<file path="src/rtl/mem_arb_pkg.sv">
// Shared definitions for the memory arbiter: FSM encoding, port identifiers
// and default bus widths.
package mem_arb_pkg;

    localparam int BW_DEF = 16;
    localparam int AW_DEF = 9;

    typedef enum logic [1:0] {
        IDLE   = 2'd0,
        ACC_A  = 2'd1,
        ACC_B  = 2'd2,
        HOLD_B = 2'd3
    } arb_state_t;

    typedef enum logic {
        PORT_A = 1'b0,
        PORT_B = 1'b1
    } port_t;

endpackage

</file>
<file path="src/rtl/mem_arb_if.sv">
// Bundles the CPU port, loader port and main-memory bus of the arbiter.
// The master modport is the arbiter's view; slave is the requesters/memory view.
interface mem_arb_if #(
    parameter int BW = mem_arb_pkg::BW_DEF,
    parameter int AW = mem_arb_pkg::AW_DEF
) ();

    logic          req_a;
    logic          we_a;
    logic [AW-1:0] addr_a;
    logic [BW-1:0] wdata_a;
    logic          gnt_a;
    logic          rvalid_a;
    logic [BW-1:0] rdata_a;

    logic          req_b;
    logic          we_b;
    logic          lock_b;
    logic [AW-1:0] addr_b;
    logic [BW-1:0] wdata_b;
    logic          gnt_b;
    logic          rvalid_b;
    logic [BW-1:0] rdata_b;

    logic [AW-1:0] mem_addr;
    logic [BW-1:0] mem_data;
    logic          mem_wren;
    logic [BW-1:0] mem_q;

    modport master (
        input  req_a, we_a, addr_a, wdata_a,
        output gnt_a, rvalid_a, rdata_a,
        input  req_b, we_b, lock_b, addr_b, wdata_b,
        output gnt_b, rvalid_b, rdata_b,
        output mem_addr, mem_data, mem_wren,
        input  mem_q
    );

    modport slave (
        output req_a, we_a, addr_a, wdata_a,
        input  gnt_a, rvalid_a, rdata_a,
        output req_b, we_b, lock_b, addr_b, wdata_b,
        input  gnt_b, rvalid_b, rdata_b,
        input  mem_addr, mem_data, mem_wren,
        output mem_q
    );

endinterface

</file>
<file path="src/rtl/mem_arb.sv">
// Two-port round-robin arbiter in front of a single synchronous main memory,
// with a bounded locked-burst mode for the loader port B.
module mem_arb
    import mem_arb_pkg::*;
#(
    parameter int BW        = BW_DEF,
    parameter int AW        = AW_DEF,
    parameter int MAX_BURST = 8
) (
    input  logic     clk,
    input  logic     rstn,
    mem_arb_if.master bus
);

    localparam int CW = $clog2(MAX_BURST + 1);

    arb_state_t    state;
    arb_state_t    state_next;
    port_t         last_port;
    logic          grant_a;
    logic          grant_b;
    logic [AW-1:0] cap_addr;
    logic [BW-1:0] cap_data;
    logic          cap_we;
    logic [CW-1:0] burst_cnt;
    logic          rvalid_a_q;
    logic          rvalid_b_q;
    logic [BW-1:0] rdata_a_q;
    logic [BW-1:0] rdata_b_q;

    always_ff @(posedge clk) begin
        if (!rstn) begin
            state <= IDLE;
        end else begin
            state <= state_next;
        end
    end

    // Request inputs are only looked at in IDLE and HOLD_B, never in a grant cycle.
    always_comb begin
        state_next = state;
        grant_a    = 1'b0;
        grant_b    = 1'b0;
        case (state)
            IDLE: begin
                if (bus.req_a && (!bus.req_b || last_port == PORT_B)) begin
                    grant_a    = 1'b1;
                    state_next = ACC_A;
                end else if (bus.req_b) begin
                    grant_b    = 1'b1;
                    state_next = ACC_B;
                end
            end
            ACC_A: state_next = IDLE;
            ACC_B: begin
                if (bus.lock_b && burst_cnt < CW'(MAX_BURST)) begin
                    state_next = HOLD_B;
                end else begin
                    state_next = IDLE;
                end
            end
            HOLD_B: begin
                if (bus.req_b) begin
                    grant_b    = 1'b1;
                    state_next = ACC_B;
                end else if (!bus.lock_b) begin
                    state_next = IDLE;
                end
            end
            default: state_next = IDLE;
        endcase
    end

    always_ff @(posedge clk) begin
        if (!rstn) begin
            last_port  <= PORT_B;
            cap_addr   <= '0;
            cap_data   <= '0;
            cap_we     <= 1'b0;
            burst_cnt  <= '0;
            rvalid_a_q <= 1'b0;
            rvalid_b_q <= 1'b0;
            rdata_a_q  <= '0;
            rdata_b_q  <= '0;
        end else begin
            if (grant_a) begin
                cap_addr  <= bus.addr_a;
                cap_data  <= bus.wdata_a;
                cap_we    <= bus.we_a;
                last_port <= PORT_A;
            end else if (grant_b) begin
                cap_addr  <= bus.addr_b;
                cap_data  <= bus.wdata_b;
                cap_we    <= bus.we_b;
                last_port <= PORT_B;
            end
            if (state == IDLE) begin
                burst_cnt <= grant_b ? CW'(1) : '0;
            end else if (state == HOLD_B && grant_b) begin
                burst_cnt <= burst_cnt + CW'(1);
            end
            rvalid_a_q <= (state == ACC_A) && !cap_we;
            rvalid_b_q <= (state == ACC_B) && !cap_we;
            if (rvalid_a_q) begin
                rdata_a_q <= bus.mem_q;
            end
            if (rvalid_b_q) begin
                rdata_b_q <= bus.mem_q;
            end
        end
    end

    // Read data passes straight through in the rvalid cycle, then holds.
    always_comb begin
        bus.gnt_a    = (state == ACC_A);
        bus.gnt_b    = (state == ACC_B);
        bus.mem_wren = ((state == ACC_A) || (state == ACC_B)) && cap_we;
        bus.mem_addr = cap_addr;
        bus.mem_data = cap_data;
        bus.rvalid_a = rvalid_a_q;
        bus.rvalid_b = rvalid_b_q;
        bus.rdata_a  = rvalid_a_q ? bus.mem_q : rdata_a_q;
        bus.rdata_b  = rvalid_b_q ? bus.mem_q : rdata_b_q;
    end

endmodule

</file>
<file path="src/flat_wrapper.sv">
// flat-port wrapper written by rule: the top's interface ports become plain ports
module mem_arb_flat import mem_arb_pkg::*;
#(
    parameter int BW        = BW_DEF,
    parameter int AW        = AW_DEF,
    parameter int MAX_BURST = 8
)
  (clk, rstn, bus_req_a, bus_we_a, bus_addr_a, bus_wdata_a, bus_gnt_a, bus_rvalid_a, bus_rdata_a, bus_req_b, bus_we_b, bus_lock_b, bus_addr_b, bus_wdata_b, bus_gnt_b, bus_rvalid_b, bus_rdata_b, bus_mem_addr, bus_mem_data, bus_mem_wren, bus_mem_q);
  mem_arb_if #(.BW(BW), .AW(AW)) bus_i ();
  input  logic clk;
  input  logic rstn;
  input wire logic [$bits(bus_i.req_a)-1:0] bus_req_a;
  input wire logic [$bits(bus_i.we_a)-1:0] bus_we_a;
  input wire logic [$bits(bus_i.addr_a)-1:0] bus_addr_a;
  input wire logic [$bits(bus_i.wdata_a)-1:0] bus_wdata_a;
  output wire logic [$bits(bus_i.gnt_a)-1:0] bus_gnt_a;
  output wire logic [$bits(bus_i.rvalid_a)-1:0] bus_rvalid_a;
  output wire logic [$bits(bus_i.rdata_a)-1:0] bus_rdata_a;
  input wire logic [$bits(bus_i.req_b)-1:0] bus_req_b;
  input wire logic [$bits(bus_i.we_b)-1:0] bus_we_b;
  input wire logic [$bits(bus_i.lock_b)-1:0] bus_lock_b;
  input wire logic [$bits(bus_i.addr_b)-1:0] bus_addr_b;
  input wire logic [$bits(bus_i.wdata_b)-1:0] bus_wdata_b;
  output wire logic [$bits(bus_i.gnt_b)-1:0] bus_gnt_b;
  output wire logic [$bits(bus_i.rvalid_b)-1:0] bus_rvalid_b;
  output wire logic [$bits(bus_i.rdata_b)-1:0] bus_rdata_b;
  output wire logic [$bits(bus_i.mem_addr)-1:0] bus_mem_addr;
  output wire logic [$bits(bus_i.mem_data)-1:0] bus_mem_data;
  output wire logic [$bits(bus_i.mem_wren)-1:0] bus_mem_wren;
  input wire logic [$bits(bus_i.mem_q)-1:0] bus_mem_q;
  assign bus_i.req_a = bus_req_a;
  assign bus_i.we_a = bus_we_a;
  assign bus_i.addr_a = bus_addr_a;
  assign bus_i.wdata_a = bus_wdata_a;
  assign bus_gnt_a = bus_i.gnt_a;
  assign bus_rvalid_a = bus_i.rvalid_a;
  assign bus_rdata_a = bus_i.rdata_a;
  assign bus_i.req_b = bus_req_b;
  assign bus_i.we_b = bus_we_b;
  assign bus_i.lock_b = bus_lock_b;
  assign bus_i.addr_b = bus_addr_b;
  assign bus_i.wdata_b = bus_wdata_b;
  assign bus_gnt_b = bus_i.gnt_b;
  assign bus_rvalid_b = bus_i.rvalid_b;
  assign bus_rdata_b = bus_i.rdata_b;
  assign bus_mem_addr = bus_i.mem_addr;
  assign bus_mem_data = bus_i.mem_data;
  assign bus_mem_wren = bus_i.mem_wren;
  assign bus_i.mem_q = bus_mem_q;
  mem_arb #(.BW(BW), .AW(AW), .MAX_BURST(MAX_BURST)) u_core (.clk(clk), .rstn(rstn), .bus(bus_i));
endmodule
</file>
<file path="config.mk">
export PLATFORM = sky130hd
export DESIGN_NAME = mem_arb_flat
export DESIGN_NICKNAME = d
export VERILOG_FILES = /design/src/rtl/mem_arb_pkg.sv /design/src/rtl/mem_arb_if.sv /design/src/rtl/mem_arb.sv /design/src/flat_wrapper.sv
export SDC_FILE = /design/constraint.sdc
export NUM_CORES = 1
export LEC_CHECK = 0
export ABC_AREA = 1
export ABC_CLOCK_PERIOD_IN_PS = 2250
export BUFFER_PORTS_ARGS = -buffer_cell sky130_fd_sc_hd__buf_2
export CAP_MARGIN = 25
export CELL_PAD_IN_SITES_DETAIL_PLACEMENT = 0
export CELL_PAD_IN_SITES_GLOBAL_PLACEMENT = 2
export CORE_ASPECT_RATIO = 0.7
export CORE_MARGIN = 4
export CORE_UTILIZATION = 25
export CTS_BUF_LIST = sky130_fd_sc_hd__clkbuf_8
export DETAILED_ROUTE_END_ITERATION = 8
export PLACE_DENSITY_LB_ADDON = 0.1
export SKIP_CTS_REPAIR_TIMING = 1
export SYNTH_ARGS = -nofsm -noshare
export SYNTH_HDL_FRONTEND = slang
export SYNTH_SLANG_ARGS = --single-unit
</file>
<file path="constraint.sdc">
create_clock -name clk -period 2.25 [get_ports clk]
set_input_delay 0.3375 -clock clk [delete_from_list [all_inputs] [get_ports clk]]
set_output_delay 0.3375 -clock clk [all_outputs]
set_load 0.005 [all_outputs]
</file>
## Yosys cells after proc, flatten, opt, wreduce, memory -nomap -nowiden

Cells that the tools add are included.
Widths: inputs -> output; s select.

| operators by class | value |
|---|---|
| $lt $le $gt $ge | 1 |
| $add $sub $neg | 1 |
| eq/ne operators | 5 |
| reduce and logical (&&, ||, !) cells | 14 |
| multiplexer cells | 24 |

Operators by type and width:

| kind | number |
|---|---|
| $mux 16 | 4 |
| $mux 9 | 2 |
| $mux 2 | 5 |
| $mux 1 | 9 |
| $mux 4 | 2 |
| $pmux 2 s4 | 1 |
| $logic_and 1x1->1 | 6 |
| $add 4x1->4 const B | 1 |
| $eq 2x2->1 const B | 2 |
| $lt 4x4->1 const B | 1 |
| $reduce_bool 2->1 | 2 |
| $ne 3x2->1 const B | 1 |
| $ne 3x3->1 const B | 1 |
| $eq 2x1->1 const B | 1 |
| $logic_not 1->1 | 2 |
| $logic_not 2->1 | 1 |
| $logic_or 1x1->1 | 2 |
| $pmux 1 s2 | 1 |
| $reduce_and 2->1 | 1 |

| storage, ports and cells | value |
|---|---|
| flip-flop bits (word level) | 67 |
| logic and storage cells | 55 |
| output and inout bits | 62 |

## Logic depth before layout (Yosys ltp)

| logic depth | value |
|---|---|
| depth after elaboration | 8 |
| mapped depth | 11 |
| depth with buffers taken out | 9 |

## Worst setup path after synthesis

No wires, ideal clock.

| path | value |
|---|---|
| path type | flip-flop to flip-flop |
| start | register u_core.state[0] |
| end | register u_core.cap_data[14] (netlist: u_core.bus.mem_data[14]) |
| stages on the path, launching flop included | 10 |
| path buffers | 1 |
| required time | 2,140 ps |
| period minus slack after synthesis | 1,566 ps |
| slack | 684 ps |
| arrival | 1,456 ps |
| cell sequence | dfxtp_1 > inv_1 > ha_1 > nor2_1 > nand3_4 > nand3_4 > buf_4 > nand2_1 > inv_2 > nor2_1 |

| on the way | value |
|---|---|
| cells in the longest elaborated chain, start to end | 3 |

RTL lines:

| what | line | source |
|---|---|---|
| from (decl) | mem_arb.sv:17 | `arb_state_t state;` |
| from (signal assigned) | mem_arb.sv:35 | `state <= state_next;` |
| $eq 2x2->1 or $logic_not 2->1 (tied branches) | mem_arb.sv:44 | `case (state)` |
| $pmux 1 s2 or $mux 1 (tied branches) | mem_arb.sv:44 |  |
| $reduce_bool 2->1 (no line) or $mux 16 (tied branches) | n/a |  |
| to (signal assigned) | mem_arb.sv:88 | `cap_data <= bus.wdata_a;` |
| to (signal assigned) | mem_arb.sv:93 | `cap_data <= bus.wdata_b;` |
| to (decl) | mem_arb.sv:23 | `logic [BW-1:0] cap_data;` |

Several ways; a longest one is shown, not always the timed one.
A chain may end at the register's enable or synchronous reset.

## Final worst setup path

| path | value |
|---|---|
| start | register u_core.state[0] |
| end | register u_core.cap_we |

| on the way | value |
|---|---|
| cells in the longest elaborated chain, start to end | 3 |

RTL lines:

| what | line | source |
|---|---|---|
| $eq 2x2->1 or $logic_not 2->1 (tied branches) | mem_arb.sv:44 |  |
| $pmux 1 s2 or $mux 1 (tied branches) | mem_arb.sv:44 |  |
| $reduce_bool 2->1 (no line) or $mux 1 (tied branches) | n/a |  |
| to (signal assigned) | mem_arb.sv:89 | `cap_we <= bus.we_a;` |
| to (signal assigned) | mem_arb.sv:94 | `cap_we <= bus.we_b;` |
| to (decl) | mem_arb.sv:24 | `logic cap_we;` |

Several ways; a longest one is shown, not always the timed one.

==> results.txt <==
Status -> completed
Combinational share of power -> 32.6%
Num CTS Buffers -> 9
Setup TNS -> 0 ns
Final ANT Viol Nets -> 0
Primary FF master, synth -> dfxtp_1
Antenna cells -> 0
Fin. Hold Viols -> 0
Initial antenna violation count -> 0
CTS H-tree lvls -> 3
Vias -> 3709
Core area -> 13400 um2
Seq/Total Area, Yosys -> 38.4%
Cell-internal power -> 0.00258 W
Final period util -> 82.6%
Worst-case clock buffer depth -> 2
Largest net degree at the start of global routing -> 31
Synth Instances -> 553
Detail Placement HPWL -> 8.39 mm
WL per Instance -> 13.3 um
Final setup fails -> 0
Mean Syn Cell Area -> 6.32 um2
Fin crit period -> 1.86 ns
IO Count -> 135
Root Buffer -> clkbuf_8
Least-Margin Pin Slew -> 0.631 ns
Port Buf Inserts -> 134
Post-route design area -> 4560 um2
Critical Path RT -> 2.49 ns
Initial DRC Count -> 127
Reg power frac -> 36.5%
Setup Crit Path Kind -> reg2reg
Power per cell area -> 862 nW/um2
Num rows -> 35
Fillers -> 1552
RSZ-0062 raised after global routing -> no
Worst skew pair latency -> 0.34 ns
Worst Path Arrival -> 2.10 ns
CTS clock-pin slew for the worst setup and hold paths -> 0.08 ns
Chip Height -> 107 um
Final worst slack -> 0.392 ns
Cell area after synthesis -> 3500 um2
Initial Utilization -> 26.1%
Startpoint types -> flip-flop
Fmax -> 0.538 GHz
Ys Warns -> 0
Post-synth EDFFs -> 0
Worst Setup End Kind -> flip-flop
Synth cell count leaders -> nand2_1, inv_1, dfxtp_1
Syn nets -> 631
Area leader, netlist -> dfxtp_1
Clk sinks -> 67
Switching share of total power -> 34.4%
Synth cell types -> 23
DRC viols -> 0
Die X -> 149 um
CTS tree -> done
Area after DPL -> 4320 um2
Worst hold path type -> in2reg
Yosys reg bits -> 67
Most common cell in the netlist -> nand2_1
Crit path max fanout -> 26
Place WS -> 0.328 ns
Rel. slew slack -> 57.9%
Post-synthesis async set-or-reset flop share -> 0%
Cell count after placement -> 850
Part of the power in the clock network -> 30.9%
Max Slew Vio Count -> 0
Overflow after GRT -> 0
Worst vdd ir -> 292 uV
Switch Pwr -> 0.00135 W
Worst Skew -> 0.00991 ns
Layout cells sized above 1 -> 25.0%
Leak -> 2.70 nW
Number of max-cap violations -> 0
Drt pass-1 iters -> 4
Die ar. -> 16000 um2
Layout net count -> 754
Hold Slack -> 0.269 ns
Top cell type's share of synthesized area -> 38.4%
Routed wire length -> 11.5 mm
GPL Wtd Cong -> 0.741
Synth area leaders -> dfxtp_1, nand2_1, nand4_1
Vias per cell -> 4.28
Final std cells w/o fill -> 866
Overall Global Routing Usage -> 14.6%
Vias in the first global route -> 3676
First-pass GRT wire length -> 18.6 mm
Layout Area Growth over Synthesis -> 30.4%
layer usage:
layer	routed length (um)	vias up	GRT usage [%]
met2	4950	71	22.7
met3	556	10	3.51
li1	-	1954	-
met4	91	0	2.74
met1	5890	1674	20.9
met5	0	-	0
worst max-delay path, stage by stage (launching register included):
cell,delay (ns)
dfxtp_1,0.38
inv_1,0.08
ha_1,0.35
nor2_2,0.24
inv_2,0.18
nand3_4,0.31
nand2_1,0.11
inv_2,0.06
nor2_1,0.03
metrics by stage:
step	utilization, %	power (W)
3_3_place_gp	32.2	0.00276
3_5_place_dp	32.2	0.00277
6_report	34.0	0.00393
4_1_cts	34.0	0.00402
5_1_grt	34.0	0.00426
2_1_floorplan	-	0.00230
cell type report:
cell class              instances  area (um2)  area share [%]
inverters                      91         342            7.49
clock inverters                 7         118            2.58
multi-input cells             362        1640            35.9
repair buffers                145         766            16.8
clock buffers                   9         124            2.72
well taps                     185         231            5.08
flip-flops and latches         67        1340            29.4
placed cells by master (no fill, tap or decap):
cell type	count
clkinvlp_4	2
nand4_1	52
nand2_1	220
inv_1	86
inv_2	5
clkbuf_8	9
nand3_1	5
a21oi_1	37
ha_1	5
nor2_2	1
nand3_4	2
nand3_2	1
xnor2_1	1
bufinv_16	3
buf_12	1
o211ai_1	1
nor2_1	34
nand2_2	1
o21ai_0	1
buf_4	10
buf_2	134
dfxtp_1	67
o31ai_1	1
clkinv_1	1
clkinv_4	1
power by group through the flow:
| stage | sequential, W | clock (W) | combinational [W] |
|---|---|---|---|
| after CTS | 0.00144 | 0.00127 | 0.00131 |
| after detailed placement | 0.00146 | 0 | 0.00131 |
| after floorplan | 0.00146 | 0 | 0.000836 |
| final | 0.00144 | 0.00121 | 0.00128 |
| after global routing | 0.00145 | 0.00131 | 0.00150 |
| after global placement | 0.00146 | 0 | 0.00130 |
kinds of logic after synthesis:
kind of cell,after synthesis,synth area share [%]
compound gates,40,5.87
flops,67,38.4
fa+ha+maj,5,1.79
xor+xnor,1,0.251
simple gates,316,38.9
buf+inv,124,14.8
worst paths after layout:
| path | startpoint | to | slack [ns] | cells after the start |
|---|---|---|---|---|
| setup / recovery | u_core.state[0] | u_core.cap_we | 0.39 | 8 |
| hold / removal | bus_mem_q[0] | u_core.rdata_b_q[0] | 0.27 | 3 |
| setup reg to reg | u_core.state[0] | u_core.cap_we | 0.39 | 8 |
| hold reg to reg | u_core.burst_cnt[2] | u_core.burst_cnt[2] | 0.47 | 2 |
state kept, by name, summed over array words and instances, names as in the netlist:
register             count
u_core.bus.mem_data     16
u_core.bus.rvalid_b      1
u_core.bus.rvalid_a      1
u_core.last_port         1
u_core.bus.mem_addr      9
u_core.state             2
u_core.cap_we            1
u_core.rdata_a_q        16
u_core.rdata_b_q        16
u_core.burst_cnt         4
Note: power is estimated with default switching activity, not from simulation.
